File: src/rtl/serial_capture_timer.sv
// serial_capture_timer: arms on a start handshake, hunts a serial stream for a
// sync pattern, captures a DATA_W-bit length field MSB-first, then drives a
// pulse lasting exactly that many cycles. Optionally re-arms after each frame.
//
// Handshake: start is a level request. It is sampled in IDLE (move to ARM) and
// in ARM (stay while high, proceed to DETECT once low); it is ignored elsewhere.
module serial_capture_timer #(
  parameter int                   PATTERN_W  = 4,
  parameter logic [PATTERN_W-1:0] PATTERN    = 4'b1101,
  parameter int                   DATA_W     = 8,
  parameter bit                   CONTINUOUS = 1'b0
) (
  input  logic              clock,
  input  logic              reset,
  input  logic              start,
  input  logic              serin,
  input  logic              abort,
  output logic              ready,
  output logic              busy,
  output logic              capturing,
  output logic              pulse_active,
  output logic              done,
  output logic [DATA_W-1:0] data_out,
  output logic [DATA_W-1:0] count_out,
  output logic [2:0]        state_dbg
);

  // IDLE encodes as 0 so a debug view of the reset state reads as zero.
  typedef enum logic [2:0] {
    S_IDLE    = 3'd0,
    S_ARM     = 3'd1,
    S_DETECT  = 3'd2,
    S_CAPTURE = 3'd3,
    S_LOAD    = 3'd4,
    S_COUNT   = 3'd5,
    S_DONE    = 3'd6
  } state_e;

  localparam int FILL_W = $clog2(PATTERN_W + 1);
  localparam int BIT_W  = (DATA_W > 1) ? $clog2(DATA_W) : 1;

  localparam logic [FILL_W-1:0] FILL_MAX   = FILL_W'(PATTERN_W);
  localparam logic [FILL_W-1:0] FILL_MATCH = FILL_W'(PATTERN_W - 1);
  localparam logic [BIT_W-1:0]  BIT_LAST   = BIT_W'(DATA_W - 1);
  localparam logic [DATA_W-1:0] COUNT_ONE  = DATA_W'(1);

  state_e              state_q;
  logic [PATTERN_W-1:0] pat_q;
  logic [FILL_W-1:0]    fill_q;
  logic [BIT_W-1:0]     bit_q;
  logic [DATA_W-1:0]    dat_q;
  logic [DATA_W-1:0]    data_q;
  logic [DATA_W-1:0]    count_q;

  logic [PATTERN_W-1:0] pat_d;
  logic [FILL_W-1:0]    fill_d;
  logic [DATA_W-1:0]    dat_d;
  logic                 match;

  // Next shifter contents include the current serin bit, so the final
  // pattern bit is matched in the same cycle it arrives. The fill qualifier
  // stops an all-zero pattern from matching the freshly cleared shifter.
  always_comb begin
    pat_d  = PATTERN_W'({pat_q, serin});
    dat_d  = DATA_W'({dat_q, serin});
    fill_d = (fill_q == FILL_MAX) ? fill_q : fill_q + 1'b1;
    match  = (pat_d == PATTERN) && (fill_q >= FILL_MATCH);
  end

  // Sequencer with its datapath: reset beats abort, abort beats normal flow.
  always_ff @(posedge clock) begin
    if (reset) begin
      state_q <= S_IDLE;
      pat_q   <= '0;
      fill_q  <= '0;
      bit_q   <= '0;
      dat_q   <= '0;
      data_q  <= '0;
      count_q <= '0;
    end else if (abort && (state_q != S_IDLE)) begin
      // Abort keeps the last captured length visible on data_out.
      state_q <= S_IDLE;
      pat_q   <= '0;
      fill_q  <= '0;
      bit_q   <= '0;
      count_q <= '0;
    end else begin
      case (state_q)
        S_IDLE: begin
          if (start) state_q <= S_ARM;
        end
        S_ARM: begin
          pat_q  <= '0;
          fill_q <= '0;
          bit_q  <= '0;
          if (!start) state_q <= S_DETECT;
        end
        S_DETECT: begin
          pat_q  <= pat_d;
          fill_q <= fill_d;
          if (match) state_q <= S_CAPTURE;
        end
        S_CAPTURE: begin
          dat_q <= dat_d;
          if (bit_q == BIT_LAST) begin
            data_q  <= dat_d;
            bit_q   <= '0;
            state_q <= S_LOAD;
          end else begin
            bit_q <= bit_q + 1'b1;
          end
        end
        S_LOAD: begin
          count_q <= data_q;
          state_q <= (data_q == '0) ? S_DONE : S_COUNT;
        end
        S_COUNT: begin
          // COUNT is only entered with a non-zero length, so no wrap.
          if (count_q == COUNT_ONE) begin
            count_q <= '0;
            state_q <= S_DONE;
          end else begin
            count_q <= count_q - 1'b1;
          end
        end
        S_DONE: begin
          if (CONTINUOUS) begin
            pat_q   <= '0;
            fill_q  <= '0;
            state_q <= S_DETECT;
          end else begin
            state_q <= S_IDLE;
          end
        end
        default: state_q <= S_IDLE;
      endcase
    end
  end

  // Status flags decode straight from the registered state.
  assign ready        = (state_q == S_IDLE);
  assign busy         = (state_q != S_IDLE);
  assign capturing    = (state_q == S_CAPTURE);
  assign pulse_active = (state_q == S_COUNT);
  assign done         = (state_q == S_DONE);
  assign data_out     = data_q;
  assign count_out    = count_q;
  assign state_dbg    = state_q;

endmodule
File: config.mk
export PLATFORM = sky130hd
export DESIGN_NAME = serial_capture_timer
export DESIGN_NICKNAME = d
export VERILOG_FILES = /design/src/rtl/serial_capture_timer.sv
export SDC_FILE = /design/constraint.sdc
export NUM_CORES = 1
export LEC_CHECK = 0
export ABC_AREA = 1
export ABC_CLOCK_PERIOD_IN_PS = 2150
export CAP_MARGIN = 20
export CORE_MARGIN = 3
export CORE_UTILIZATION = 45
export CTS_BUF_LIST = sky130_fd_sc_hd__clkbuf_16
export CTS_CLUSTER_DIAMETER = 100
export DETAILED_ROUTE_END_ITERATION = 10
export PLACE_DENSITY = 0.7
export SYNTH_ARGS = -nofsm -noshare
export SYNTH_HDL_FRONTEND = slang
export SYNTH_SLANG_ARGS = --single-unit
File: constraint.sdc
create_clock -name clock -period 2.15 [get_ports clock]
set_input_delay 0.3225 -clock clock [delete_from_list [all_inputs] [get_ports clock]]
set_output_delay 0.3225 -clock clock [all_outputs]
set_load 0.01 [all_outputs]
## Word level (Yosys, flattened, before mapping)

Index checks and enable logic that the tools add are counted.

| operators by class | value |
|---|---|
| $add $sub $neg | 3 |
| $mul | 0 |
| div/mod/pow operators | 0 |
| order comparisons | 1 |
| eq/ne operators | 16 |
| shift operators | 0 |
| mux-type cells | 14 |
| bitwise gates (word level) | 1 |
| reduce and logical (&&, ||, !) cells | 13 |

Operators by type and width:

| operator | number |
|---|---|
| 3-bit two-way mux | 7 |
| 3-bit case mux with 2 select lines | 3 |
| 3-bit case mux with 6 select lines | 1 |
| 8-bit case mux with 2 select lines | 1 |
| 3-bit == test (second input constant) | 5 |
| 8-bit by 1-bit == test with 1-bit output (second input constant) | 1 |
| 8-bit logical NOT | 1 |
| 8-bit two-way mux | 1 |
| 2-bit inequality test (second input constant) | 4 |
| 8-bit by 1-bit subtractor with 8-bit output (second input constant) | 1 |
| 3-bit by 1-bit adder with 3-bit output (second input constant) | 2 |
| 3-bit by 2-bit == test with 1-bit output (second input constant) | 2 |
| 2-bit nonzero test | 3 |
| 5-bit AND reduction | 1 |
| 4-bit == test (second input constant) | 1 |
| 2-bit by 1-bit inequality test with 1-bit output (second input constant) | 2 |
| 2-bit AND reduction | 2 |
| 3-bit by 1-bit == test with 1-bit output (second input constant) | 1 |
| 3-bit by 2-bit >= comparator with 1-bit output (second input constant) | 1 |
| 3-bit logical NOT | 1 |
| 3-bit AND reduction | 1 |
| 3-bit nonzero test | 1 |
| 1-bit logical AND | 2 |
| 2-bit two-way mux | 1 |
| other kinds (2) | 2 |

| word-level totals | value |
|---|---|
| flip-flop bits (word level) | 35 |
| bits in latches | 0 |
| memory bits (writable) | 0 |
| ROM bits | 0 |
| bits of input ports | 5 |
| output and inout bits | 24 |
| word-level logic and storage cells | 55 |
| memories | 0 |

## Longest topological paths before layout

| logic depth | value |
|---|---|
| depth in word-level cells | 4 |
| depth in mapped cells | 10 |
| mapped depth without buffers | 10 |

## Least setup slack after synthesis

No wires, ideal clock.

| timing path | value |
|---|---|
| kind | register to register |
| start point | register state_q[2], in the netlist state_dbg[2] |
| end point | register state_q[1], in the netlist state_dbg[1] |
| setup time | 116 ps |
| arrival | 1,298 ps |
| data required time | 2,034 ps |
| slack | 736 ps |
| cell stages (with the launch flop) | 8 |
| path buffers | 0 |
| period minus slack after synthesis | 1,414 ps |
| path through | dfxtp_1 inv_1 nor2_2 inv_2 nor2_4 nor2_2 a21oi_1 nor2_1 |

| between the ends | value |
|---|---|
| word-level cells in the longest chain between the ends | 3 |
| elaborated cells on any way between the ends | 16 |
| classes of those cells | 10 x eq/ne; 1 x mux; 5 x reduce/logical |

RTL lines:

| item | RTL line | text |
|---|---|---|
| start: declaration | 47 | `state_e state_q;` |
| start signal: assignment | 115 | `state_q <= (data_q == '0) ? S_DONE : S_COUNT;` |
| 3-bit == test (*) | -- |  |
| via pulse_active | 21 | `output logic pulse_active,` |
| 2-bit by 1-bit inequality test with 1-bit output (no line) | -- |  |
| 5-bit AND reduction (no line) | -- |  |

The timed path passes the listed nets; every way through them passes the cells marked *.
A chain may end at the register's enable or synchronous reset.

## Worst setup path in the final report

| timing path | value |
|---|---|
| start point | register state_q[1], in the netlist state_dbg[1] |
| end point | output port capturing |

| between the ends | value |
|---|---|
| word-level cells in the longest chain between the ends | 1 |

RTL lines:

| item | RTL line | text |
|---|---|---|
| 3-bit by 2-bit == test with 1-bit output | 143 | `assign capturing = (state_q == S_CAPTURE);` |
| end: declaration | 20 | `output logic capturing,` |

Every way passes these cells.

==> results.toml <==
[critical_path]
reg2reg_slack_ns = 0.52
critPathKind = "reg2out"
slowest_stage = "clkdlybuf4s50_1"
r2r_start = "state_dbg[0]"
worst-endpoint-arrival_ns = 1.73
worst-path-buf-inv = 2
cp_top_family = "buffers and inverters"
cp-end-kind = "primary output"
cpPeakStageDelay_ns = 0.59
worst_r2r_endpoint = "data_out[7]"
critPathRequiredTime_ns = 1.83
r2r_cells = 7
critPathMaxFanout = 7
path_cells = "inv_2 > nor2_1 > clkdlybuf4s50_1"
crit_path_start_kind = "register"

[power_and_ir_drop]
vdd_drop_max_mv = 0.6417
leakage_nw = 0.8820
p_total_mw = 2.899
power.density_nw_per_um2 = 1273

[drt]
drt-total-wl_um = 4355
routedWlPerCell_um = 13.04
route.vias.total = 1765
drc = 0
drt_iter0_markers = 84
via_per_inst = 5.284
drt-pass1-iter-count = 4
antenna_left = 0

[synthesis]
ys_types = 22
synthMuxAreaShare = 0
synth_top_family_by_area = "simple AND/OR/NAND/NOR gates"
yosys.area_share.xor_xnor = 0.01480
yosysSeqAreaShare = 0.3946
syn-cell-area_um2 = 1775
syn_inst = 252
synth_compound_area_frac = 0.1839
ys_ff_latch = 35
synth-simple-area-share = 0.2911
synth-adder-area-share = 0.04933
ys_warn_count = 0
syn-num-nets = 264
synth.avg_cell_area_um2 = 7.045

[sta]
rsz0062_at_grt = "false"
fin_crit_sh = 0.9561
slew_violations = 0
clock_skew_ns = 0.003367
layout_setup_ws_ns = 0.09439
period_needed_ns = 2.056
setup_violations = 0
slew_headroom = 0.7775
tightest_slew_ns = 0.3333
timing.final.hold_violations = 0
fmax_mhz = 486.5
setup_tns_ns = 0

[global_route]
overflow = 0
grt_pass1_vias = 1554
grt_pass1_wl_um = 7058
grtUsageTotal = 0.2050
grt_max_degree = 16
antenna_found_initial = 0

[hold_path]
hold_path_end = "bit_q[0]"
whs_path_depth = 1
hp-start = "bit_q[0]"
hp-class = "reg2reg"

[cells_and_area]
fin_nets = 298
multiInputGateArea_um2 = 957.2
area_growth_pct = 28.26
fillers = 361
layout-drive-gt1-share = 0.09790
mostFrequentLayoutCells = "nand2_1 (57), a21oi_1 (41), dfxtp_1 (35)"
regArea_um2 = 700.7
antenna_cells = 0
final_common_cell = "nand2_1"

[die]
die_h_um = 68.81
die_width_um = 68.81
coreArea_um2 = 3744
die_area_um2 = 4735
start_util = 0.4743
io-pin-count = 29
placementRows = 22

[job]
cap_violations = 0

[clocking]
numCtsBuffers = 5
cts-root-buf = "clkbuf_16"
clock_path_buffers = 2
cts_tree = "built"
htreeDepth = 2
insertion_delay_ns = 0.28
path_clk_slew_ns = 0.05
cts.sinks = 35
cts_hold_buf = 0

[place]
dpl.hpwl_um = 3073
port_buffers = 28
place_ws_ns = 0.3653
place_congestion = 0.7857

[outcome]
outcome = "finished clean"
synthesized netlist by cell type, drive strengths merged:
cell,count,area share
nand3,22,0.062
ha,7,0.049
o21ai,17,0.048
buf,3,0.013
nand2,60,0.13
dfxtp,35,0.39
nand4,2,0.0070
o21bai,1,0.0042
xor2,3,0.015
a211oi,2,0.011
a21oi,42,0.12
clkbuf,2,0.0042
nor2,33,0.091
inv,23,0.049
worst register-to-register path, stage by stage (launching register included):
cell     delay (ns)
dfxtp_1        0.48
inv_2          0.17
nor2_4         0.14
nand2_2        0.11
nor2_4         0.21
nand2_1        0.24
nand2_1        0.12
a21oi_1        0.07
worst max-delay path by stage:
| stage | end | from | cells after the start | slack, ns |
|---|---|---|---|---|
| floorplan | state_dbg[1] | state_dbg[2] | 7 | 0.74 |
| global placement | capturing | state_dbg[2] | 4 | 0.39 |
| detailed placement | capturing | state_dbg[2] | 4 | 0.37 |
| CTS | capturing | state_dbg[2] | 4 | 0.06 |
| global route | capturing | state_dbg[1] | 3 | 0.04 |
| finish | capturing | state_dbg[1] | 3 | 0.09 |
where the power goes:
group | switching (mW) | total, mW | internal [mW]
registers | 0.127 | 0.870 | 0.743
logic | 0.729 | 1.22 | 0.493
clock network | 0.267 | 0.807 | 0.539
routing by layer:
| metal | GRT usage | share of wire | vias up |
|---|---|---|---|
| met1 | 0.2610 | 0.47 | 816 |
| met4 | 0.08029 | 0.019 | 0 |
| met3 | 0.05673 | 0.045 | 9 |
| li1 | - | - | 900 |
| met5 | 0 | 0 | - |
| met2 | 0.3278 | 0.47 | 40 |
stage by stage:
step / util / hold WS [ns] / cell area, um2 / cells
6_report: 0.6083 / 0.4619 / 2277 / 334
5_1_grt: 0.6083 / 0.4771 / 2277 / 334
4_1_cts: 0.6083 / 0.4613 / 2277 / 334
3_5_place_dp: 0.5648 / 0.4535 / 2115 / 327
3_3_place_gp: 0.5648 / 0.4455 / 2115 / 327
2_1_floorplan: - / 0.4283 / 1775 / 252
timing repair:
item / in CTS / in global routing
setup endpoints to repair: 0 / 1
setup buffers: 0 / 0
gates resized for setup: 0 / 1
area by class of cell:
type / instances / share of cell area
clock buffers: 5 / 0.05495
clock inverters: 2 / 0.01648
inverters: 23 / 0.03791
multi-input cells: 189 / 0.4203
flip-flops and latches: 35 / 0.3077
well taps: 48 / 0.02637
repair buffers: 32 / 0.1363
sequential cells by signal, summed over array words and instances (netlist names):
register   flops
bit_q          3
count_out      8
state_dbg      3
fill_q         3
dat_q          7
data_out       8
pat_q          3
logic make-up after synthesis:
kind of cell / after synthesis
compound gates: 62
xor+xnor: 3
fa+ha+maj: 7
simple gates: 117
flops: 35
buf+inv: 28
No activity file was read; power rests on OpenSTA's default activity.
